<file path="config.mk">
export PLATFORM = sky130hd
export DESIGN_NAME = instr_prog_buffer
export DESIGN_NICKNAME = d
export VERILOG_FILES = /design/src/rtl/instr_pkg.sv /design/src/rtl/instr_prog_mem.sv /design/src/rtl/instr_prog_buffer.sv
export SDC_FILE = /design/constraint.sdc
export NUM_CORES = 1
export LEC_CHECK = 0
export CAP_MARGIN = 20
export CORE_UTILIZATION = 58
export CTS_BUF_LIST = sky130_fd_sc_hd__clkbuf_8
export DETAILED_ROUTE_END_ITERATION = 8
export DONT_BUFFER_PORTS = 1
export PLACE_DENSITY_LB_ADDON = 0.2
export SLEW_MARGIN = 20
export SYNTH_ARGS = -nofsm -noshare
export SYNTH_HDL_FRONTEND = slang
export SYNTH_HIERARCHICAL = 1
export SYNTH_SLANG_ARGS = --single-unit
</file>
<file path="constraint.sdc">
create_clock -name clk -period 5.2 [get_ports clk]
set_clock_uncertainty 0.05 [all_clocks]
set_input_delay 1.3 -clock clk [delete_from_list [all_inputs] [get_ports clk]]
set_output_delay 1.3 -clock clk [all_outputs]
set_load 0.05 [all_outputs]
</file>
<file path="src/rtl/instr_pkg.sv">
// -----------------------------------------------------------------------------
// instr_pkg
// Shared definitions for the instruction program buffer:
//   - DEFAULT_DEPTH : default number of stored instruction bytes
//   - OP_*          : 2-bit opcode field values (instruction bits [7:6])
//   - state_t       : playback FSM state encoding
//   - make_instr    : packs an opcode and a 6-bit operand into one byte
// -----------------------------------------------------------------------------
package instr_pkg;

    localparam int DEFAULT_DEPTH = 8;

    localparam logic [1:0] OP_NOP   = 2'b00;
    localparam logic [1:0] OP_LOAD  = 2'b01;
    localparam logic [1:0] OP_ADD   = 2'b10;
    localparam logic [1:0] OP_STORE = 2'b11;

    typedef enum logic [1:0] {
        ST_IDLE = 2'b00,
        ST_PLAY = 2'b01,
        ST_DONE = 2'b10
    } state_t;

    function automatic logic [7:0] make_instr(input logic [1:0] op,
                                              input logic [5:0] operand);
        return {op, operand};
    endfunction

endpackage

</file>
<file path="src/rtl/instr_prog_mem.sv">
// -----------------------------------------------------------------------------
// instr_prog_mem
// DEPTH x 8 register file holding the stored program. One synchronous write
// port and one asynchronous read port; the owner registers the read data.
// Contents are not reset: entries beyond the stored count are never read out.
//
// Ports:
//   clk      : clock
//   i_we     : write enable
//   i_waddr  : write index
//   i_wdata  : byte to store
//   i_raddr  : read index
//   o_rdata  : byte at i_raddr (combinational)
// -----------------------------------------------------------------------------
module instr_prog_mem #(
    parameter int DEPTH = 8
) (
    input  logic                     clk,
    input  logic                     i_we,
    input  logic [$clog2(DEPTH)-1:0] i_waddr,
    input  logic [7:0]               i_wdata,
    input  logic [$clog2(DEPTH)-1:0] i_raddr,
    output logic [7:0]               o_rdata
);

    logic [7:0] r_mem [DEPTH];

    always_ff @(posedge clk) begin
        if (i_we) begin
            r_mem[i_waddr] <= i_wdata;
        end
    end

    assign o_rdata = r_mem[i_raddr];

endmodule

</file>
<file path="src/rtl/instr_prog_buffer.sv">
// -----------------------------------------------------------------------------
// instr_prog_buffer
// Records a short program of instruction bytes while idle, then plays it back
// to a downstream ALU FSM with a valid/ready handshake. Playback does not
// consume the program, so it can be replayed by another start.
//
// Ports:
//   clk          : clock, all state changes on rising edge
//   rst          : synchronous active-high reset, overrides everything
//   ena          : global enable; low freezes all state and outputs
//   wr_en/wr_data: append a byte to the program (IDLE only)
//   clr          : discard program and clear overflow (IDLE only, top priority)
//   start        : begin playback (IDLE only)
//   instr_ready  : downstream accepts instr_out
//   instr_out    : current program entry, 0x00 when instr_valid is low
//   instr_valid  : instr_out holds a program entry
//   count        : number of stored entries
//   full / empty : count == DEPTH / count == 0
//   busy         : FSM not in IDLE
//   done         : one-cycle pulse at the end of playback
//   overflow     : sticky, a write was dropped because the buffer was full
// -----------------------------------------------------------------------------
module instr_prog_buffer
    import instr_pkg::*;
#(
    parameter int DEPTH = DEFAULT_DEPTH
) (
    input  logic                   clk,
    input  logic                   rst,
    input  logic                   ena,
    input  logic                   wr_en,
    input  logic [7:0]             wr_data,
    input  logic                   clr,
    input  logic                   start,
    input  logic                   instr_ready,
    output logic [7:0]             instr_out,
    output logic                   instr_valid,
    output logic [$clog2(DEPTH):0] count,
    output logic                   full,
    output logic                   empty,
    output logic                   busy,
    output logic                   done,
    output logic                   overflow
);

    localparam int AW = $clog2(DEPTH);
    localparam int CW = AW + 1;

    state_t          r_state;
    logic [CW-1:0]   r_count;
    logic [AW-1:0]   r_rd_ptr;
    logic            r_overflow;
    logic            r_done;
    logic            r_instr_valid;
    logic [7:0]      r_instr_out;

    logic            w_full;
    logic            w_empty;
    logic            w_idle_cmd;
    logic            w_wr_accept;
    logic            w_xfer;
    logic            w_last;
    logic [AW-1:0]   w_rd_addr;
    logic [7:0]      w_rd_data;
    logic [7:0]      w_first_data;

    assign w_full  = (r_count == CW'(DEPTH));
    assign w_empty = (r_count == '0);

    // Commands are only honoured in IDLE, with the clock enabled and no reset.
    assign w_idle_cmd  = ena && !rst && (r_state == ST_IDLE);
    assign w_wr_accept = w_idle_cmd && !clr && wr_en && !w_full;

    assign w_xfer = r_instr_valid && instr_ready;
    assign w_last = ({1'b0, r_rd_ptr} == (r_count - CW'(1)));

    // During PLAY the memory is addressed one ahead so the next entry is
    // ready to be registered on a transfer; from IDLE, entry 0 is fetched.
    assign w_rd_addr = (r_state == ST_PLAY) ? (r_rd_ptr + AW'(1)) : '0;

    // When the program is empty and a write coincides with start, the byte
    // landing in entry 0 this cycle is not yet in the memory; forward it.
    assign w_first_data = w_empty ? wr_data : w_rd_data;

    instr_prog_mem #(
        .DEPTH (DEPTH)
    ) u_mem (
        .clk     (clk),
        .i_we    (w_wr_accept),
        .i_waddr (r_count[AW-1:0]),
        .i_wdata (wr_data),
        .i_raddr (w_rd_addr),
        .o_rdata (w_rd_data)
    );

    always_ff @(posedge clk) begin
        if (rst) begin
            r_state       <= ST_IDLE;
            r_count       <= '0;
            r_rd_ptr      <= '0;
            r_overflow    <= 1'b0;
            r_done        <= 1'b0;
            r_instr_valid <= 1'b0;
            r_instr_out   <= 8'h00;
        end else if (ena) begin
            case (r_state)
                ST_IDLE: begin
                    r_done <= 1'b0;
                    if (clr) begin
                        r_count    <= '0;
                        r_overflow <= 1'b0;
                    end else begin
                        if (wr_en) begin
                            if (!w_full) begin
                                r_count <= r_count + CW'(1);
                            end else begin
                                r_overflow <= 1'b1;
                            end
                        end
                        if (start) begin
                            // A same-cycle write makes the program non-empty.
                            if (!w_empty || wr_en) begin
                                r_state       <= ST_PLAY;
                                r_rd_ptr      <= '0;
                                r_instr_valid <= 1'b1;
                                r_instr_out   <= w_first_data;
                            end else begin
                                r_state <= ST_DONE;
                                r_done  <= 1'b1;
                            end
                        end
                    end
                end

                ST_PLAY: begin
                    if (w_xfer) begin
                        if (w_last) begin
                            r_state       <= ST_DONE;
                            r_done        <= 1'b1;
                            r_instr_valid <= 1'b0;
                            r_instr_out   <= 8'h00;
                            r_rd_ptr      <= '0;
                        end else begin
                            r_rd_ptr    <= r_rd_ptr + AW'(1);
                            r_instr_out <= w_rd_data;
                        end
                    end
                end

                ST_DONE: begin
                    r_done  <= 1'b0;
                    r_state <= ST_IDLE;
                end

                default: begin
                    r_state       <= ST_IDLE;
                    r_done        <= 1'b0;
                    r_instr_valid <= 1'b0;
                    r_instr_out   <= 8'h00;
                end
            endcase
        end
    end

    assign instr_out   = r_instr_out;
    assign instr_valid = r_instr_valid;
    assign count       = r_count;
    assign full        = w_full;
    assign empty       = w_empty;
    assign busy        = (r_state != ST_IDLE);
    assign done        = r_done;
    assign overflow    = r_overflow;

endmodule

</file>
## After elaboration in Yosys (flattened, before gate mapping)

Memories as Yosys holds them, arrays and structs flattened.
Cells that the tools add are included.

- Input port bits: 15
- Bits in writable memories: 64
- Latch bits: 0
- Output and inout bits: 18
- Bits in read-only memories: 0
- Memories kept: 1
- Register bits after elaboration: 20

- Muxes and demuxes: 40
- Shift operators: 0
- Equal/unequal tests: 10
- Multipliers: 0
- Add/subtract/negate cells: 3
- Magnitude comparators: 0
- Bitwise gates (word level): 1
- Reduce and logical (&&, ||, !) cells: 24
- Divide/modulo/power cells: 0

Memory list:

| name | words | bits a word | rd ports | clocked after memory_dff | write ports | RTL line | source |
|---|---|---|---|---|---|---|---|
| u_mem.r_mem | 8 | 8 | 1 | 0 | 1 | instr_prog_mem.sv:26 | `logic [7:0] r_mem [DEPTH];` |

Operators with widths:

| operator | count |
|---|---|
| 8-bit 2-to-1 mux | 6 |
| 8-bit one-hot mux with 3 select lines | 1 |
| 3-bit 2-to-1 mux | 6 |
| 1-bit 2-to-1 mux | 15 |
| 4-bit 2-to-1 mux | 3 |
| 6-bit AND reduction | 2 |
| 2-bit 2-to-1 mux | 5 |
| 2-bit != test (second input constant) | 5 |
| 4-bit AND reduction | 2 |
| 2-bit nonzero test | 4 |
| 7-bit AND reduction | 1 |
| 1-bit logical AND | 6 |
| 3-bit one-hot mux with 2 select lines | 1 |
| 5-bit AND reduction | 1 |
| 4-bit by 1-bit adder with 4-bit output (second input constant) | 1 |
| 3-bit by 4-bit equality test with 1-bit output | 1 |
| 4-bit equality test (second input constant) | 1 |
| 1-bit logical NOT | 4 |
| 4-bit logical NOT | 1 |
| 2-bit one-hot mux with 2 select lines | 1 |
| 4-bit by 1-bit subtractor with 4-bit output (second input constant) | 1 |
| 3-bit by 1-bit adder with 3-bit output (second input constant) | 1 |
| 1-bit one-hot mux with 3 select lines | 1 |
| 3-bit AND reduction | 1 |
| 7 further kinds | 7 |

## Logic depth before layout (Yosys ltp)

Gate-level depths: netlist (run 1).

- Depth in word-level cells: 8
- Mapped depth: 9
- Gate-level depth less buffers: 7

## Modules after synthesis

The synthesis (run 1) kept the hierarchy.

By module, submodules not included:

| module | times used | cells an instance | area each (um^2) |
|---|---|---|---|
| instr_prog_mem | 1 | 106 | 2531.2 |
| instr_prog_buffer | 1 | 141 | 1194.9 |

## Least setup slack after synthesis (run 1)

OpenSTA, ideal clock, no wires.

- Kind: reg-to-output
- Start: register r_count[0] (netlist: count[0])
- End: output empty
- Setup slack: 1.690 ns
- Arrival: 2.160 ns
- Data required time: 3.850 ns
- Stages on the path, launching flop included: 4
- Buffers on the path: 0
- Cell sequence: dfxtp_1 > inv_1 > ha_1 > nor3b_1

- Word-level cells in the longest chain between the ends: 1

RTL lines:

| what | RTL line | source |
|---|---|---|
| start: declaration | instr_prog_buffer.sv:50 | `logic [CW-1:0] r_count;` |
| start signal: assignment | instr_prog_buffer.sv:115 | `r_count <= r_count + CW'(1);` |
| 4-bit logical NOT | instr_prog_buffer.sv:68 | `assign w_empty = (r_count == '0);` |
| end: declaration | instr_prog_buffer.sv:40 | `output logic empty,` |

Every way passes these cells.

## Final worst setup path (run 1)

Ends and elaborated chain as after synthesis.

==> results of run 1 <==
## how the worst max path moves through the flow
stage                                       end             startpoint
floorplan                                 empty  count[0]$_SDFFE_PP0P_
finish                                    empty  count[0]$_SDFFE_PP0P_
CTS                                       empty  count[0]$_SDFFE_PP0P_
global placement    u_mem/r_mem[4][6]$_DFFE_PP_  count[0]$_SDFFE_PP0P_
global route        u_mem/r_mem[7][0]$_DFFE_PP_  count[0]$_SDFFE_PP0P_
detailed placement  u_mem/r_mem[4][5]$_DFFE_PP_  count[0]$_SDFFE_PP0P_
## layout by cell type (no fill, tap or decap), drive strengths merged, types with 10 or more instances in the layout
cell / count
clkbuf: 10
mux4: 16
dfxtp: 20
nand2: 10
nor2: 26
edfxtp: 64
inv: 13
## through the flow
step | power [W] | setup slack [ps] | instance area [µm²]
after CTS | 0.00143 | 1690 | 3940
after detailed placement | 0.00104 | 1760 | 3770
final | 0.00142 | 1670 | 3950
after global placement | 0.00103 | 1760 | 3770
after floorplan | 0.00100 | 1690 | 3730
after global routing | 0.00148 | 1570 | 3950
## state kept, by name, indices dropped and copies added, names as in the netlist
register and flops:
r_rd_ptr 3, r_state 2, instr_out 8, count 4, instr_valid 1, u_mem/r_mem 64
done 1, overflow 1
## logic make-up (layout without fill, tap and decap cells)
kind of cell | Yosys count | after routing | synth area share, %
adders and majority gates | 4 | 4 | 1.34
DFF | 84 | 84 | 62.3
and+or+nand+nor | 67 | 67 | 9.40
muxes | 24 | 24 | 13.6
buffers and inverters | 20 | 28 | 2.89
AOI/OAI and AO/OA | 41 | 41 | 8.43
xor gates and xnor gates | 7 | 7 | 2.01
## area by class of cell
type | instances | area share, %
clock inverters | 6 | 0.824
clock buffers | 10 | 3.49
flip-flops and latches | 84 | 58.8
well taps | 75 | 2.38
inverters | 9 | 0.856
repair buffers | 3 | 0.570
multi-input cells | 143 | 33.1
## routing by layer
metal  global-route usage (%)  vias to the layer above  wire [µm]
met4                     8.42                        0         99
met1                     31.6                     1065       3190
met5                        0                        -          0
li1                         -                      987          -
met3                     4.73                       10        449
met2                     38.4                       93       3520
## worst min-delay path: stages (launching register included)
cell,delay [ps]
sky130_fd_sc_hd__dfxtp_1,340
sky130_fd_sc_hd__nand2_1,60
sky130_fd_sc_hd__a21oi_1,50
## power groups by stage
stage	clock, W	combinational, W	sequential [W]
after detailed placement	0	0.000236	0.000799
after floorplan	0	0.000213	0.000789
after global placement	0	0.000233	0.000799
final	0.000402	0.000239	0.000784
after global routing	0.000437	0.000257	0.000787
after CTS	0.000409	0.000237	0.000783
==> load_flow_metrics.sql, run 1 <==
INSERT INTO impl_metrics (metric_group, metric, value, unit) VALUES
('finish', 'area_delta_synth_final', '5.98', '%'),
('synth', 'syn_area_per_cell', '15.1', 'µm²'),
('synth', 'synth_warnings', '6', ''),
('power', 'p_leak', '1.30', 'nW'),
('placement', 'placedCellCount', '314', ''),
('run_status', 'status', 'finished, final reports clean', ''),
('power', 'vdd.ir_drop.worst', '0.000236', 'V'),
('worst_setup_path', 'required', '3850', 'ps'),
('global_route', 'wire_length_of_the_first_global_routing_pass', '10.8', 'mm'),
('worst_setup_path', 'cp_class', 'reg -> out', ''),
('power', 'clockPowerShare', '28.2', '%'),
('cts', 'htree_num_levels', '3', ''),
('synth', 'yosys.area.top_type_share', '51.6', '%'),
('worst_setup_path', 'worst_path_max_delay_cell', 'sky130_fd_sc_hd__nor3b_2', ''),
('synth', 'post_synthesis_sequential_element_count', '84', ''),
('placement', 'gp_congestion', '0.850', ''),
('power', 'p_seq_share', '55.0', '%'),
('worst_hold_path', 'worst_hold_startpoint', 'r_rd_ptr[1]$_SDFFE_PP0P_', ''),
('finish', 'instances_no_fill', '330', ''),
('sta', 'period_share', '67.8', '%'),
('sta', 'worst-slew-pin-transition', '943', 'ps'),
('synth', 'synth_top_cells_by_area', 'sky130_fd_sc_hd__edfxtp_1 52%, sky130_fd_sc_hd__dfxtp_1 11%, sky130_fd_sc_hd__mux4_1 11%, sky130_fd_sc_hd__nor2_1 2.6%, sky130_fd_sc_hd__mux2_2 2.4%', ''),
('synth', 'post_synthesis_instance_area', '0.00373', 'mm²'),
('placement', 'detailedPlacementHpwl', '4.72', 'mm'),
('finish', 'nets', '269', ''),
('worst_setup_path', 'critical_path_peak_fanout', '12', ''),
('cts', 'clock_sinks', '84', ''),
('worst_setup_path', 'worst_path_dominant_cell_family', 'simple AND/OR/NAND/NOR gates', ''),
('detailed_routing', 'drt_wl_total', '7.25', 'mm'),
('worst_setup_path', 'crit_path_cell_trace', 'inv_1 > ha_1 > nor3b_2', ''),
('sta', 'finalWorstPathRequiredPeriod', '3530', 'ps'),
('worst_setup_path', 'timing.critical_path.depth', '3', ''),
('power', 'cellPowerDensity', '361', 'mW/mm²'),
('die', 'die_height', '82.2', 'µm'),
('finish', 'register_area', '0.00232', 'mm²'),
('sta', 'timing.max_slew.rel_slack', '36.9', '%'),
('synth', 'synth_nets', '266', ''),
('power', 'p_sw', '0.000406', 'W'),
('cts', 'post_cts.repair.setup_buffers', '0', ''),
('power', 'combinationalPowerShare', '16.8', '%'),
('placement', 'numPortBuffers', '0', ''),
('cts', 'clkSlewWorstSetupHoldPaths', '80', 'ps'),
('job', 'max-cap-violations', '0', ''),
('detailed_routing', 'dr.pass1.iters', '5', ''),
('worst_setup_path', 'crit_path_end_kind', 'output pin', ''),
('cts', 'max-clock-path-buffers', '2', ''),
('detailed_routing', 'route.detailed.vias_per_inst', '6.53', ''),
('worst_setup_path', 'crit-reg2reg-capture', 'u_mem/r_mem[6][0]$_DFFE_PP_', ''),
('worst_hold_path', 'path_type_of_the_worst_min_delay_path', 'reg -> reg', ''),
('global_route', 'number_of_global_route_vias_before_repair', '2041', ''),
('synth', 'async_reset_ff_share', '0', '%'),
('global_route', 'grt.overflow.total', '0', ''),
('global_route', 'number_of_antenna_violations_at_the_first_check_in_global_routing', '0', ''),
('finish', 'antennaDiodeCount', '0', ''),
('finish', 'multi_input_area', '0.00131', 'mm²'),
('detailed_routing', 'routed-via-count', '2155', ''),
('worst_setup_path', 'worstSetupStartpointType', 'flop', ''),
('sta', 'setup_repair_after_global_routing_missed_its_margin', 'no', ''),
('synth', 'synth_seq_area_share', '62.3', '%'),
('power', 'power_switching_share', '28.5', '%'),
('worst_setup_path', 'critical_path.max_stage_delay', '780', 'ps'),
('die', 'start_util', '61.5', '%'),
('synth', 'synth_flop_cell', 'sky130_fd_sc_hd__edfxtp_1', ''),
('finish', 'utilization', '65.2', '%'),
('die', 'die_width', '82.2', 'µm'),
('worst_setup_path', 'critical_path.n_buffers_inverters', '1', ''),
('die', 'row_count', '28', ''),
('cts', 'postCtsHoldBufs', '0', ''),
('finish', 'post_route_cells_drive_above_1_share', '14.5', '%'),
('finish', 'final.fill_count', '434', ''),
('detailed_routing', 'detail_route.iter0.violations', '212', '');
(Power assumes the default switching activity.)
==> inputs of run 2 (changes only) <==
Clock period 5.2 ns to 3 ns, I/O delays scaled along.
==> load_flow_metrics.sql, run 2 (synthesized netlist as in run 1, its figures left out) <==
INSERT INTO impl_metrics (metric_group, metric, value, unit) VALUES
('run_status', 'status', 'finished, final reports clean', ''),
('worst_setup_path', 'worst_path_dominant_cell_family', 'multiplexers', ''),
('sta', 'timing.final.setup_violations', '0', ''),
('worst_setup_path', 'reg2reg_depth', '7', ''),
('worst_setup_path', 'cp.arrival', '2660', 'ps'),
('global_route', 'gr-usage-all-layers', '25.2', '%'),
('global_route', 'number_of_antenna_violations_at_the_first_check_in_global_routing', '0', ''),
('cts', 'post_cts.repair.setup_buffers', '0', ''),
('detailed_routing', 'route.detailed.wl_per_inst', '21.6', 'µm'),
('placement', 'placedCellCount', '326', ''),
('sta', 'worst-slew-pin-transition', '577', 'ps'),
('cts', 'clkLatencyLatePin', '340', 'ps'),
('detailed_routing', 'route.detailed.vias_per_inst', '6.32', ''),
('worst_setup_path', 'timing.critical_path.from', 'r_state[1]$_SDFFE_PP0P_', ''),
('worst_setup_path', 'crit_path_end_kind', 'flop', ''),
('worst_setup_path', 'critical_path.n_buffers_inverters', '1', ''),
('finish', 'antennaDiodeCount', '0', ''),
('die', 'die_height', '82.2', 'µm'),
('cts', 'clock_sinks', '84', ''),
('die', 'row_count', '28', ''),
('global_route', 'largest_net_degree_at_the_start_of_global_routing', '17', ''),
('detailed_routing', 'drt_wl_total', '7.39', 'mm'),
('sta', 'timing.final.max_slew_violations', '0', ''),
('die', 'ios', '33', ''),
('sta', 'setup_repair_after_global_routing_missed_its_margin', 'no', ''),
('worst_hold_path', 'path_type_of_the_worst_min_delay_path', 'in -> reg', ''),
('worst_setup_path', 'critical_path.endpoint', 'instr_out[0]$_SDFFE_PP0P_', ''),
('worst_setup_path', 'worst-r2r-setup-slack', '520', 'ps'),
('global_route', 'number_of_global_route_vias_before_repair', '2208', ''),
('finish', 'top_register_by_number_of_flip_flops', 'u_mem/r_mem', ''),
('finish', 'final.fill_count', '436', ''),
('worst_setup_path', 'worst_path_max_delay_cell', 'sky130_fd_sc_hd__mux4_1', ''),
('global_route', 'grt.overflow.total', '0', ''),
('sta', 'finalWorstPathRequiredPeriod', '2480', 'ps'),
('detailed_routing', 'dr.pass1.iters', '5', ''),
('die', 'die_width', '82.2', 'µm'),
('worst_setup_path', 'critical_path.most_common_cell', 'sky130_fd_sc_hd__nor2_1', ''),
('cts', 'htree_num_levels', '3', ''),
('placement', 'gp_congestion', '0.852', ''),
('worst_setup_path', 'timing.critical_path.depth', '7', ''),
('worst_setup_path', 'crit-reg2reg-capture', 'instr_out[0]$_SDFFE_PP0P_', ''),
('cts', 'clkSlewWorstSetupHoldPaths', '80', 'ps'),
('power', 'cellPowerDensity', '631', 'mW/mm²'),
('placement', 'detailedPlacementHpwl', '4.78', 'mm'),
('power', 'p_leak', '1.36', 'nW'),
('placement', 'numPortBuffers', '0', ''),
('finish', 'nets', '281', ''),
('worst_setup_path', 'cp_class', 'reg -> reg', ''),
('sta', 'report.final.hold_viol_count', '0', ''),
('cts', 'max-clock-path-buffers', '2', ''),
('die', 'floorplan.core_area', '0.00606', 'mm²'),
('finish', 'instances_no_fill', '342', ''),
('detailed_routing', 'post-route-drc-count', '0', ''),
('worst_setup_path', 'crit_path_cell_trace', 'nand2b_2 > nor2_1 > buf_4 > mux4_1 > mux2_2 > a222oi_1 > nor2_1', ''),
('sta', 'timing.max_slew.rel_slack', '61.3', '%'),
('cts', 'root_buffer', 'sky130_fd_sc_hd__clkbuf_8', ''),
('worst_setup_path', 'required', '3180', 'ps'),
('sta', 'achievable-frequency', '0.403', 'GHz'),
('sta', 'fin_setup_tns', '0', 'ps'),
('cts', 'cts_made_buffers', '9', ''),
('die', 'dieArea', '0.00675', 'mm²'),
('worst_setup_path', 'critical_path_peak_fanout', '16', ''),
('cts', 'tritoncts', 'built', ''),
('worst_setup_path', 'critical_path.max_stage_delay', '570', 'ps'),
('cts', 'postCtsHoldBufs', '0', ''),
('finish', 'area_delta_synth_final', '8.97', '%'),
('detailed_routing', 'detail_route.iter0.violations', '230', ''),
('worst_setup_path', 'worst_r2r_startpoint', 'r_state[1]$_SDFFE_PP0P_', ''),
('finish', 'post_route_cells_drive_above_1_share', '18.7', '%'),
('power', 'vdd.ir_drop.worst', '0.000432', 'V'),
('finish', 'commonest_non_fill_non_tap_cells_in_the_layout', '64 x sky130_fd_sc_hd__edfxtp_1, 26 x sky130_fd_sc_hd__nor2_1, 20 x sky130_fd_sc_hd__dfxtp_1', ''),
('finish', 'commonest_non_fill_non_tap_cell_in_the_layout', 'sky130_fd_sc_hd__edfxtp_1', ''),
('detailed_routing', 'detail-route-antenna-nets', '0', ''),
('job', 'max-cap-violations', '0', ''),
('sta', 'period_share', '82.7', '%'),
('finish', 'number_of_flip_flops_in_the_largest_register', '64', ''),
('global_route', 'wire_length_of_the_first_global_routing_pass', '11.5', 'mm'),
('detailed_routing', 'routed-via-count', '2162', ''),
('die', 'start_util', '61.5', '%'),
('cts', 'cts_repair_resize_count', '0', ''),
('worst_setup_path', 'worstSetupStartpointType', 'flop', '');
run 2: worst min-delay path by stage:
stage,startpoint,endpoint,depth (start not counted),slack [ps]
final,rst,r_rd_ptr[1]$_SDFFE_PP0P_,1,420
after global routing,rst,count[1]$_SDFFE_PP0P_,1,410
after CTS,rst,count[1]$_SDFFE_PP0P_,1,400
after detailed placement,r_rd_ptr[1]$_SDFFE_PP0P_,r_rd_ptr[1]$_SDFFE_PP0P_,2,430
after global placement,r_rd_ptr[1]$_SDFFE_PP0P_,r_rd_ptr[1]$_SDFFE_PP0P_,2,420
after floorplan,r_rd_ptr[1]$_SDFFE_PP0P_,r_rd_ptr[1]$_SDFFE_PP0P_,2,410
run 2: per-layer routing:
| metal | share of wire, % | global-route usage (%) | vias to the layer above |
|---|---|---|---|
| met5 | 0 | 0 | - |
| met4 | 0.95 | 13.9 | 0 |
| met2 | 50 | 38.8 | 65 |
| met3 | 6.1 | 5.16 | 7 |
| met1 | 43 | 33.8 | 1082 |
| li1 | - | - | 1008 |
run 2: worst reg2reg max path, cell delays in order (launching register included):
cell and delay [ps]:
sky130_fd_sc_hd__dfxtp_1 420, sky130_fd_sc_hd__nand2b_2 280, sky130_fd_sc_hd__nor2_1 110, sky130_fd_sc_hd__buf_4 280, sky130_fd_sc_hd__mux4_1 580, sky130_fd_sc_hd__mux2_2 270
sky130_fd_sc_hd__a222oi_1 300, sky130_fd_sc_hd__nor2_1 70
run 2: metrics by stage:
step	util (%)	worst slack [ps]	area, µm²	hold slack (ps)	power [W]
floorplan	-	8.00	3730	410	0.00174
global route	67.0	382	4060	415	0.00266
global placement	63.7	625	3860	418	0.00179
CTS	67.0	530	4060	404	0.00258
detailed placement	63.7	536	3860	430	0.00179
finish	67.0	519	4060	421	0.00256
run 2: cell type report:
type / count / area (µm²) / share of cell area (%)
Tap cell: 75 / 93.8 / 2.31
Inverter: 9 / 33.8 / 0.832
Sequential cell: 84 / 2320 / 57.2
Timing Repair Buffer: 15 / 113 / 2.77
Clock inverter: 7 / 72.6 / 1.79
Clock buffer: 9 / 124 / 3.05
Multi-Input combinational cell: 143 / 1300 / 32.0
run 2: power breakdown:
group | switching [W] | internal, W
Sequential | 0.0000770 | 0.00127
Clock | 0.000403 | 0.000387
Combinational | 0.000243 | 0.000178
Total | 0.000723 | 0.00184
==> inputs of run 3 (changes only) <==
Clock period 3 ns to 2.6 ns, I/O delays scaled along.
==> load_flow_metrics.sql, run 3 (synthesized netlist as in run 1, its figures left out) <==
INSERT INTO impl_metrics (metric_group, metric, value, unit) VALUES
('run_status', 'status', 'finished, final reports clean', ''),
('finish', 'commonest_non_fill_non_tap_cells_in_the_layout', '64 x sky130_fd_sc_hd__edfxtp_1, 26 x sky130_fd_sc_hd__nor2_1, 22 x sky130_fd_sc_hd__buf_4', ''),
('finish', 'antennaDiodeCount', '0', ''),
('detailed_routing', 'route.detailed.wl_per_inst', '22.5', 'µm'),
('global_route', 'gr-usage-all-layers', '26.0', '%'),
('die', 'die_height', '82.2', 'µm'),
('global_route', 'number_of_antenna_violations_at_the_first_check_in_global_routing', '0', ''),
('global_route', 'grt.overflow.total', '0', ''),
('cts', 'clkLatencyLatePin', '360', 'ps'),
('sta', 'report.final.hold_viol_count', '0', ''),
('cts', 'root_buffer', 'sky130_fd_sc_hd__clkbuf_8', ''),
('finish', 'top_register_by_number_of_flip_flops', 'u_mem/r_mem', ''),
('detailed_routing', 'detail-route-antenna-nets', '0', ''),
('sta', 'worst-slew-pin-transition', '698', 'ps'),
('cts', 'max-clock-path-buffers', '2', ''),
('worst_setup_path', 'cp.arrival', '2630', 'ps'),
('cts', 'clock_sinks', '84', ''),
('global_route', 'largest_net_degree_at_the_start_of_global_routing', '17', ''),
('detailed_routing', 'drt_wl_total', '7.89', 'mm'),
('placement', 'numPortBuffers', '0', ''),
('placement', 'detailedPlacementHpwl', '5.10', 'mm'),
('global_route', 'wire_length_of_the_first_global_routing_pass', '11.8', 'mm'),
('sta', 'fin_setup_tns', '0', 'ps'),
('worst_setup_path', 'worstSetupStartpointType', 'flop', ''),
('detailed_routing', 'route.detailed.vias_per_inst', '6.45', ''),
('sta', 'period_share', '93.8', '%'),
('worst_setup_path', 'cp_class', 'reg -> reg', ''),
('die', 'die_width', '82.2', 'µm'),
('power', 'cellPowerDensity', '729', 'mW/mm²'),
('sta', 'timing.final.setup_violations', '0', ''),
('finish', 'number_of_flip_flops_in_the_largest_register', '64', ''),
('worst_setup_path', 'required', '2790', 'ps'),
('power', 'p_leak', '1.41', 'nW'),
('finish', 'commonest_non_fill_non_tap_cell_in_the_layout', 'sky130_fd_sc_hd__edfxtp_1', ''),
('sta', 'finalWorstPathRequiredPeriod', '2440', 'ps'),
('die', 'floorplan.core_area', '0.00606', 'mm²'),
('sta', 'timing.max_slew.rel_slack', '53.3', '%'),
('die', 'row_count', '28', ''),
('sta', 'postLayoutSetupSlackWorst', '161', 'ps'),
('sta', 'achievable-frequency', '0.410', 'GHz'),
('die', 'start_util', '61.5', '%'),
('detailed_routing', 'dr.pass1.iters', '7', ''),
('cts', 'cts_repair_resize_count', '0', ''),
('detailed_routing', 'detail_route.iter0.violations', '238', ''),
('cts', 'htree_num_levels', '3', ''),
('detailed_routing', 'post-route-drc-count', '0', ''),
('cts', 'cts_made_buffers', '9', ''),
('sta', 'setup_repair_after_global_routing_missed_its_margin', 'no', ''),
('worst_setup_path', 'crit_path_end_kind', 'flop', ''),
('cts', 'post_cts.repair.setup_buffers', '0', ''),
('cts', 'clkSlewWorstSetupHoldPaths', '90', 'ps'),
('sta', 'timing.final.max_slew_violations', '0', ''),
('global_route', 'number_of_global_route_vias_before_repair', '2112', ''),
('detailed_routing', 'routed-via-count', '2256', ''),
('finish', 'area_delta_synth_final', '11.3', '%'),
('job', 'max-cap-violations', '0', ''),
('finish', 'final.fill_count', '403', ''),
('finish', 'nets', '289', ''),
('cts', 'tritoncts', 'built', ''),
('die', 'dieArea', '0.00675', 'mm²'),
('cts', 'postCtsHoldBufs', '0', ''),
('placement', 'placement.setup.worst_slack', '280', 'ps'),
('die', 'ios', '33', ''),
('worst_hold_path', 'path_type_of_the_worst_min_delay_path', 'in -> reg', ''),
('worst_setup_path', 'critical_path_peak_fanout', '10', ''),
('placement', 'gp_congestion', '0.895', ''),
('finish', 'post_route_cells_drive_above_1_share', '22.5', '%'),
('power', 'vdd.ir_drop.worst', '0.000535', 'V');
-- run 3: changes by cell type in the layout (fill, tap and decap cells not counted), sizes merged --
cell	previous run	this run
clkinv	3	2
clkinvlp	1	3
buf	15	23
inv	11	10
-- run 3: path summary, 6_finish.rpt --
| kind | slack [ps] | start | endpoint | cells after the start |
|---|---|---|---|---|
| worst min-delay path | 290 | rst | count[1]$_SDFFE_PP0P_ | 1 |
| worst max register to register | 160 | r_state[1]$_SDFFE_PP0P_ | instr_out[0]$_SDFFE_PP0P_ | 8 |
| worst min register to register | 440 | r_rd_ptr[1]$_SDFFE_PP0P_ | r_rd_ptr[1]$_SDFFE_PP0P_ | 2 |
| worst max-delay path | 160 | r_state[1]$_SDFFE_PP0P_ | instr_out[0]$_SDFFE_PP0P_ | 8 |
-- run 3: report_power, final --
group | switching (W) | total [W] | internal, W
Sequential | 0.0000761 | 0.00155 | 0.00147
Clock | 0.000484 | 0.000932 | 0.000448
Combinational | 0.000317 | 0.000547 | 0.000230
-- run 3: area by class of cell --
| type | instances | area [µm²] | share of cell area [%] |
|---|---|---|---|
| multi-input cells | 143 | 1310 | 31.6 |
| inverters | 9 | 33.8 | 0.814 |
| clock inverters | 7 | 76.3 | 1.84 |
| flip-flops and latches | 84 | 2320 | 56.0 |
| clock buffers | 9 | 124 | 2.99 |
| repair buffers | 23 | 185 | 4.46 |
| well taps | 75 | 93.8 | 2.26 |
-- run 3: per-stage QoR --
| step | cells | utilization [%] | instance area, µm² | power [W] | hold slack (ps) |
|---|---|---|---|---|---|
| after CTS | 350 | 68.5 | 4150 | 0.00303 | 276 |
| after floorplan | 247 | - | 3740 | 0.00201 | 410 |
| after detailed placement | 334 | 65.2 | 3950 | 0.00211 | 432 |
| after global placement | 334 | 65.2 | 3950 | 0.00210 | 435 |
| after global routing | 350 | 68.5 | 4150 | 0.00313 | 279 |
| final | 350 | 68.5 | 4150 | 0.00303 | 289 |
-- run 3: layer usage --
metal  part of all wire (%)  GRT usage, %  up-vias  wire (µm)
met5                      0             0        -          0
met3                    8.1          5.38       18        635
met4                    2.1          13.5        0        163
met2                     48          39.4      106       3790
met1                     42          35.9     1100       3300
li1                       -             -     1032          -
-- run 3: critical path: stages (launching register included) --
cell,delay (ps)
sky130_fd_sc_hd__dfxtp_1,350
sky130_fd_sc_hd__buf_4,180
sky130_fd_sc_hd__nor2_1,80
sky130_fd_sc_hd__buf_4,150
sky130_fd_sc_hd__inv_1,390
sky130_fd_sc_hd__o221a_2,350
sky130_fd_sc_hd__nand2_2,210
sky130_fd_sc_hd__a222oi_1,490
sky130_fd_sc_hd__nor2_1,70
